[config.mk]
export PLATFORM = sky130hd
export DESIGN_NAME = pet_action_scheduler
export DESIGN_NICKNAME = d
export VERILOG_FILES = /design/src/rtl/pet_pkg.sv /design/src/rtl/pet_rr_arbiter.sv /design/src/rtl/pet_action_scheduler.sv
export SDC_FILE = /design/constraint.sdc
export NUM_CORES = 1
export LEC_CHECK = 0
export CAP_MARGIN = 20
export CORE_ASPECT_RATIO = 0.6
export CORE_UTILIZATION = 50
export CTS_CLUSTER_SIZE = 24
export DETAILED_ROUTE_END_ITERATION = 12
export DONT_BUFFER_PORTS = 1
export GPL_ROUTABILITY_DRIVEN = 0
export PLACE_DENSITY = 0.68
export SYNTH_ARGS = -nofsm -noshare
export SYNTH_HDL_FRONTEND = slang
export SYNTH_SLANG_ARGS = --single-unit
[constraint.sdc]
create_clock -name clk -period 2.85 [get_ports clk]
set_clock_uncertainty 0.15 [all_clocks]
set_input_delay 0.285 -clock clk [delete_from_list [all_inputs] [get_ports clk]]
set_output_delay 0.285 -clock clk [all_outputs]
set_load 0.05 [all_outputs]
[src/rtl/pet_pkg.sv]
// Shared definitions for the pet action scheduler: action indices, FSM
// state encoding and the fixed per-need decay schedule.
package pet_pkg;

  // Action / request bit positions
  localparam int ACT_FEED  = 0;
  localparam int ACT_SLEEP = 1;
  localparam int ACT_PLAY  = 2;
  localparam int ACT_HEAL  = 3;
  localparam int N_ACT     = 4;

  // Decay bit positions {happy,fun,sleep,food}
  localparam int DCY_FOOD  = 0;
  localparam int DCY_SLEEP = 1;
  localparam int DCY_FUN   = 2;
  localparam int DCY_HAPPY = 3;

  // Scheduler states
  typedef enum logic [1:0] {
    ST_IDLE     = 2'd0,
    ST_GRANT    = 2'd1,
    ST_COOLDOWN = 2'd2,
    ST_HALT     = 2'd3
  } state_e;

  // Seconds within the period at which each need decays
  localparam logic [6:0] SCH_FOOD  [3] = '{7'd30, 7'd60, 7'd0};
  localparam logic [6:0] SCH_SLEEP [3] = '{7'd18, 7'd49, 7'd86};
  localparam logic [6:0] SCH_FUN   [4] = '{7'd25, 7'd50, 7'd73, 7'd89};
  localparam logic [6:0] SCH_HAPPY [4] = '{7'd23, 7'd47, 7'd69, 7'd83};

  // Which needs are scheduled to decay at a given second
  function automatic logic [3:0] decay_hit(input logic [6:0] sec);
    logic [3:0] hit;
    hit = '0;
    for (int k = 0; k < 3; k++) begin
      if (sec == SCH_FOOD[k])  hit[DCY_FOOD]  = 1'b1;
      if (sec == SCH_SLEEP[k]) hit[DCY_SLEEP] = 1'b1;
    end
    for (int k = 0; k < 4; k++) begin
      if (sec == SCH_FUN[k])   hit[DCY_FUN]   = 1'b1;
      if (sec == SCH_HAPPY[k]) hit[DCY_HAPPY] = 1'b1;
    end
    return hit;
  endfunction

  // Index of the set bit in a one-hot 4-bit vector
  function automatic logic [1:0] onehot_to_idx(input logic [3:0] oh);
    logic [1:0] idx;
    idx = 2'd0;
    for (int k = 0; k < N_ACT; k++) begin
      if (oh[k]) idx = 2'(k);
    end
    return idx;
  endfunction

endpackage

[src/rtl/pet_rr_arbiter.sv]
// Combinational 4-way round-robin arbiter. The search starts one past the
// last granted index. With PET_HEAL_PRIORITY_EN defined, a pending heal
// request always wins and the rotation covers only feed/sleep/play.
module pet_rr_arbiter
  import pet_pkg::*;
(
  input  logic [3:0] pending_i,
  input  logic [1:0] last_i,
  output logic [3:0] grant_o
);

  logic [3:0] cand;
  logic [1:0] idx;
  logic       found;

  // Pick the first candidate after last_i, wrapping mod 4
  always_comb begin
    cand    = pending_i;
    grant_o = '0;
    found   = 1'b0;
    idx     = 2'd0;
`ifdef PET_HEAL_PRIORITY_EN
    if (pending_i[ACT_HEAL]) begin
      grant_o[ACT_HEAL] = 1'b1;
      found             = 1'b1;
    end
    cand[ACT_HEAL] = 1'b0;
`endif
    for (int k = 1; k <= N_ACT; k++) begin
      idx = last_i + 2'(k);
      if (!found && cand[idx]) begin
        grant_o[idx] = 1'b1;
        found        = 1'b1;
      end
    end
  end

endmodule

[src/rtl/pet_action_scheduler.sv]
// Timebase and action scheduler: 1 s tick, second-in-period counter, scheduled
// decay pulses, and cooldown-gated round-robin granting of user requests.
// Optional build macro PET_HEAL_PRIORITY_EN gives heal absolute priority.
module pet_action_scheduler
  import pet_pkg::*;
#(
  parameter int FREQ       = 50,
  parameter int PERIOD_S   = 90,
  parameter int COOLDOWN_S = 3
) (
  input  logic       clk,
  input  logic       rst,
  input  logic [3:0] req,
  input  logic       dead,
  output logic [3:0] grant,
  output logic       busy,
  output logic       tick_1s,
  output logic [6:0] sec_count,
  output logic [3:0] decay
);

  localparam int              PW        = (FREQ > 1) ? $clog2(FREQ) : 1;
  localparam int              CW        = (COOLDOWN_S > 1) ? $clog2(COOLDOWN_S + 1) : 1;
  localparam logic [PW-1:0]   PRESC_MAX = PW'(FREQ - 1);
  localparam logic [6:0]      SEC_MAX   = 7'(PERIOD_S - 1);
  localparam logic [CW-1:0]   CD_INIT   = CW'(COOLDOWN_S);
  localparam logic [CW-1:0]   CD_LAST   = CW'(1);

  logic [PW-1:0] presc_q;
  logic          tick_q;
  logic [6:0]    sec_q;
  logic [3:0]    decay_q;
  logic [3:0]    req_prev_q;
  logic [3:0]    req_rise;
  logic [3:0]    pending_q;
  logic [3:0]    pending_d;
  logic [3:0]    arb_sel;
  state_e        state_q;
  logic [1:0]    last_q;
  logic [CW-1:0] cd_q;
  logic [3:0]    grant_q;
  logic          busy_q;

  // Prescaler, one-second tick and wrapping second counter; never halted
  always_ff @(posedge clk or negedge rst) begin
    if (!rst) begin
      presc_q <= '0;
      tick_q  <= 1'b0;
      sec_q   <= '0;
    end else begin
      tick_q  <= (presc_q == PRESC_MAX);
      presc_q <= (presc_q == PRESC_MAX) ? '0 : presc_q + 1'b1;
      if (tick_q) begin
        sec_q <= (sec_q == SEC_MAX) ? 7'd0 : sec_q + 7'd1;
      end
    end
  end

  // Decay pulses follow the tick by one cycle, suppressed once halted
  always_ff @(posedge clk or negedge rst) begin
    if (!rst) begin
      decay_q <= '0;
    end else begin
      decay_q <= (tick_q && state_q != ST_HALT) ? decay_hit(sec_q) : 4'b0000;
    end
  end

  // Per-request rising-edge capture; the granted bit clears in its grant
  // cycle unless a fresh edge arrives in that same cycle
  for (genvar gi = 0; gi < N_ACT; gi++) begin : g_req
    assign req_rise[gi]  = req[gi] & ~req_prev_q[gi];
    assign pending_d[gi] = (state_q == ST_HALT) ? 1'b0
                         : ((pending_q[gi] & ~grant_q[gi]) | req_rise[gi]);
  end

  // Request history and pending set
  always_ff @(posedge clk or negedge rst) begin
    if (!rst) begin
      req_prev_q <= '0;
      pending_q  <= '0;
    end else begin
      req_prev_q <= req;
      pending_q  <= pending_d;
    end
  end

  pet_rr_arbiter u_arb (
    .pending_i (pending_q),
    .last_i    (last_q),
    .grant_o   (arb_sel)
  );

  // Grant FSM with registered grant/busy; dead is terminal until reset
  always_ff @(posedge clk or negedge rst) begin
    if (!rst) begin
      state_q <= ST_IDLE;
      last_q  <= 2'd3;
      cd_q    <= '0;
      grant_q <= '0;
      busy_q  <= 1'b0;
    end else begin
      case (state_q)
        ST_IDLE: begin
          grant_q <= '0;
          if (dead) begin
            state_q <= ST_HALT;
            busy_q  <= 1'b0;
          end else if (|pending_q) begin
            state_q <= ST_GRANT;
            grant_q <= arb_sel;
            busy_q  <= 1'b1;
          end
        end
        ST_GRANT: begin
          grant_q <= '0;
          cd_q    <= CD_INIT;
`ifdef PET_HEAL_PRIORITY_EN
          if (!grant_q[ACT_HEAL]) last_q <= onehot_to_idx(grant_q);
`else
          last_q  <= onehot_to_idx(grant_q);
`endif
          if (dead) begin
            state_q <= ST_HALT;
            busy_q  <= 1'b0;
          end else begin
            state_q <= ST_COOLDOWN;
            busy_q  <= 1'b1;
          end
        end
        ST_COOLDOWN: begin
          grant_q <= '0;
          if (dead) begin
            state_q <= ST_HALT;
            busy_q  <= 1'b0;
          end else if (tick_q) begin
            if (cd_q == CD_LAST) begin
              state_q <= ST_IDLE;
              busy_q  <= 1'b0;
            end else begin
              cd_q <= cd_q - 1'b1;
            end
          end
        end
        default: begin
          state_q <= ST_HALT;
          grant_q <= '0;
          busy_q  <= 1'b0;
        end
      endcase
    end
  end

  assign grant     = grant_q;
  assign busy      = busy_q;
  assign tick_1s   = tick_q;
  assign sec_count = sec_q;
  assign decay     = decay_q;

endmodule

Yosys cells after proc, flatten, opt, wreduce, memory -nomap -nowiden --
Cells that the tools add are included.
Word-level totals: register bits after elaboration 37, bits of input ports 7, output and inout bits 17, logic and storage cells 158
Operators by class: $add $sub $neg 6, $lt $le $gt $ge 8, equal/unequal tests 25, mux-type cells 68, bitwise operators 23, reduce and logical (&&, ||, !) cells 17
Operator list (count):
- 1-bit 2-to-1 mux | 37
- 7-bit == test, second input constant | 5
- 4-bit 2-to-1 mux | 8
- 7-bit by 5-bit == test with 1-bit output, second input constant | 4
- 7-bit by 6-bit == test with 1-bit output, second input constant | 4
- 2-bit 2-to-1 mux | 10
- 2-bit by 3-bit less-than comparator with 1-bit output, second input constant | 4
- 4-bit OR | 3
- 3-bit != test, second input constant | 3
- 1-bit AND | 8
- 1-bit binary-select mux with 2-bit select | 4
- 1-bit demux with 2-bit select | 4
- 2-bit by 1-bit greater-or-equal comparator with 1-bit output, second input constant | 4
- 1-bit logical AND | 8
- 2-bit != test, second input constant | 4
- 1-bit NOT | 8
- 7-bit by 1-bit adder with 7-bit output, second input constant | 1
- 7-bit logical NOT | 1
- 7-bit 2-to-1 mux | 1
- 6-bit by 1-bit adder with 6-bit output, second input constant | 1
- 6-bit == test, second input constant | 1
- 6-bit 2-to-1 mux | 1
- 2-bit case mux with 3 select lines | 1
- 2-bit adder, second input constant | 2
- other kinds (13) | 20

Logic depth before layout (Yosys ltp) --
depth in word-level cells 16, mapped depth 8

Modules after synthesis --
Synthesis repeated with hierarchy kept, for this count alone.
Second synthesis, totals: cells, all modules 209, area total of the unflattened synthesis 2149.6 µm²
By module, submodules not included:
- pet_action_scheduler | times used 1, cells each 171, area each 1791.7 µm²
- pet_rr_arbiter | times used 1, cells each 38, area each 357.8 µm²

Worst setup path before layout --
OpenSTA, ideal clock, no wires.
kind reg-to-reg, from reg last_q[0], to reg grant_q[0] (netlist: grant[0]), setup time 0.127 ns, data arrival time 2.038 ns, data required time 2.573 ns, slack 0.535 ns, cell stages (with the launch flop) 8, buffers on the path 1, period minus slack after synthesis 2.315 ns, path through dfstp_2 > buf_6 > inv_1 > ha_1 > mux4_2 > and2_4 > a32o_1 > a221o_2
On the way: word-level cells in the longest chain between the ends 16, elaborated cells on any way between the ends 50
RTL lines:
- from (decl) | line pet_action_scheduler.sv:39 | logic [1:0] last_q;
- from (signal assigned) | line pet_action_scheduler.sv:120 | last_q <= onehot_to_idx(grant_q);
- parallel branches: the longest is 12 deep, another holds 2-bit by 3-bit less-than comparator with 1-bit output
- 4-bit 2-to-1 mux * | line pet_rr_arbiter.sv:31 | if (!found && cand[idx]) begin
- 4-bit 2-to-1 mux * | line pet_action_scheduler.sv:108 | end else if (|pending_q) begin
- 4-bit 2-to-1 mux * | line pet_action_scheduler.sv:105 | if (dead) begin
- 4-bit 2-to-1 mux * | line pet_action_scheduler.sv:102 | case (state_q)
- to (signal assigned) | line pet_action_scheduler.sv:110 | grant_q <= arb_sel;
- to (decl) | line pet_action_scheduler.sv:41 | logic [3:0] grant_q;
Mark *: on every way between the ends. The select of a mux whose other input is x is not followed. A chain may end at the register's enable or synchronous reset.

Final worst setup path --
Same ends and word-level chain as after synthesis.

==> flow_summary.yaml <==
global_route:
  grt_pass1_vias: 1480
  grt_pass1_wl_um: 7383
  overflow: 0
  grt_max_degree: 38
  grt.total_usage: 0.2207
  antenna_found_initial: 0
floorplanning:
  dieWidth_um: 85.56
  dieArea_sq_um: 4460
  row_count: 17
  start_util: 0.5471
  die_h_um: 52.14
  io_pins: 24
  core_area_sq_um: 3829
worst_setup_path:
  worstSetupStartpointType: "flop"
  crit_path_frequent_cell: "inv_1"
  critPathKind: "flop to flop"
  cp.depth: 7
  crit_path_end_kind: "flop"
  worst-path-buf-inv: 2
  path_cells: "inv_1 > ha_1 > inv_1 > a21o_2 > a21oi_1 > nor4b_4 > a221o_2"
  crit_start: "last_q[0]$_DFFE_PN1P_"
  max_stage_delay_ns: 0.68
  cp_top_family: "compound AO/OA/AOI/OAI gates"
  required_ns: 2.87
  worstPathArrival_ns: 2.57
  rr_worst_depth: 7
  rr_endpoint: "grant[0]$_DFF_PN0_"
  rrSetupSlack_ns: 0.31
  worst_path_max_delay_cell: "dfstp_2"
  path_max_fanout: 12
  r2r-start: "last_q[0]$_DFFE_PN1P_"
  crit_end: "grant[0]$_DFF_PN0_"
power:
  power_leakage_nw: 0.9884
  vdd_drop_max_mv: 0.2642
  p_per_area_nw_per_um2: 456.5
  p_total_mw: 1.070
clocking:
  cts_buffer_depth: 2
  clk_pin_slew_ns: 0.07
  cts_tree: "done"
  h-tree-depth: 2
  cts_resized: 0
  clock_latency_ns: 0.29
  cts_buffers: 5
  cts_setup_buffers: 0
  cts_sinks: 37
  clockRootBuffer: "clkbuf_8"
logic_synthesis:
  synth_area_sq_um: 2095
  syn_avg_cell_area_sq_um: 10.22
  yosysSeqAreaShare: 0.4432
  synthCells: 205
  synth_async_sr_flop_share: 1.000
  syn_nets: 227
  synth_cell_types: 47
  synthFlopType: "dfrtp_1"
  yosysWarnings: 0
  synth_edf_count: 0
  ys_ff_latch: 37
cells_and_area:
  final_common_cell: "dfrtp_1"
  n_antenna_cell: 0
  area_growth_pct: 11.95
  drive_above_1_share: 0.1204
  nFillCells: 312
  final_nets: 237
  final_cell_mix: "dfrtp_1, ha_1, nand2_1"
timing:
  fmax_mhz: 393.1
  setup_viol: 0
  max_slew.worst_pin.slew_ns: 0.8200
  finalCriticalPeriod_ns: 2.544
  slew_headroom: 0.4534
  tns_ns: 0
  rsz0062_at_grt: "no"
  drv_slew: 0
  hold_viol: 0
  final.period_utilization: 0.8927
routing:
  drc: 0
  wl_um: 4393
  detail_route.first_pass.iterations: 4
  viasPerCell: 6.076
  vias: 1598
  wl_per_cell_um: 16.70
  ant_nets: 0
  detail_route.iter0.violations: 92
worst_hold_path:
  holdCritPathClass: "primary input to flop"
outcome:
  status: "finished, final reports clean"
job:
  drv_cap: 0
place:
  hpwl_um: 3220
  port_buffers: 0
==> state kept, by name, indices dropped and copies added, names as in the netlist <==
name,count
cd_q,2
last_q,2
presc_q,6
pending_q,4
grant,4
decay,4
state_q,2
sec_count,7
req_prev_q,4
tick_1s,1
busy,1
==> where the power goes <==
group | internal [mW] | switching (mW) | total, mW
registers | 0.535 | 0.0117 | 0.547
clock network | 0.285 | 0.179 | 0.464
logic | 0.0246 | 0.0349 | 0.0595
==> worst min path at each step <==
stage	start	to	slack (ns)	cells after the start
3_3_place_gp	rst	presc_q[0]$_DFF_PN0_	-0.16	0
6_report	dead	cd_q[1]$_DFFE_PN0P_	0.22	4
5_1_grt	dead	cd_q[0]$_DFFE_PN0P_	0.28	4
2_1_floorplan	rst	busy$_DFFE_PN0P_	-0.16	0
3_5_place_dp	rst	req_prev_q[2]$_DFF_PN0_	-0.16	0
4_1_cts	req[1]	pending_q[1]$_DFF_PN0_	0.007	2
==> cell usage after synthesis, drive strengths merged, types with 3 or more instances <==
cell type | n | area [sq um]
nor4 | 3 | 31.28
a221o | 4 | 45.04
and3 | 3 | 18.77
nand4 | 3 | 18.77
nor3 | 7 | 35.03
inv | 11 | 41.29
dfrtp | 35 | 875.8
xnor2 | 3 | 26.28
clkbuf | 7 | 26.28
and2 | 3 | 21.28
a31oi | 3 | 18.77
o21ai | 12 | 60.06
a21oi | 12 | 60.06
nor2 | 13 | 48.80
nor3b | 5 | 37.54
nand2 | 14 | 52.55
nand2b | 11 | 68.82
nor2b | 3 | 18.77
a32o | 5 | 50.05
nand3 | 5 | 25.02
ha | 15 | 187.7
==> metrics by stage <==
stage	std cells	hold slack, ns	utilization	setup slack (ns)	cell area, sq um
2_1_floorplan	205	-0.1606	-	0.5352	2095
3_3_place_gp	247	-0.1594	0.5585	0.4820	2138
3_5_place_dp	247	-0.1598	0.5585	0.3186	2138
4_1_cts	262	0.006811	0.6098	0.3096	2335
5_1_grt	263	0.2787	0.6124	0.1854	2345
6_report	263	0.2241	0.6124	0.3059	2345
==> logic make-up after synthesis <==
kind of cell               after synthesis  synth area share
and+or+nand+nor                         79            0.2222
AOI/OAI and AO/OA                       47            0.1577
DFF                                     37            0.4432
buffers and inverters                   19           0.03764
adders and majority gates               15           0.08961
xor gates and xnor gates                 4           0.01673
muxes                                    4           0.03286
==> routing by layer <==
metal  part of all wire  GRT usage  wire (um)  vias up
met1               0.50     0.3289       2188      780
met2               0.44     0.3107       1912       53
li1                   -          -          -      760
met5                  0          0          0        -
met3              0.059    0.06032        260        5
met4             0.0071    0.06667         31        0
==> final cells by class <==
cell class | count | area, sq um | share of cell area
clock buffers | 7 | 86.33 | 0.03682
well taps | 47 | 58.81 | 0.02508
multi-input cells | 149 | 1087 | 0.4637
inverters | 11 | 41.29 | 0.01761
clock inverters | 1 | 30.03 | 0.01281
flip-flops and latches | 37 | 928.4 | 0.3959
repair buffers | 11 | 112.6 | 0.04803
==> worst reg2reg max path: stages (launching register included) <==
cell and delay (ns):
dfstp_2 0.68, inv_1 0.18, ha_1 0.38, inv_1 0.09, a21o_2 0.21, a21oi_1 0.25
nor4b_4 0.09, a221o_2 0.39
==> what timing repair did <==
item,4_1_cts,5_1_grt
endpoints found under the setup margin,0,0
hold buffers,7,1
hold endpoints to repair,47,1
No activity file was read; power rests on OpenSTA's default activity.
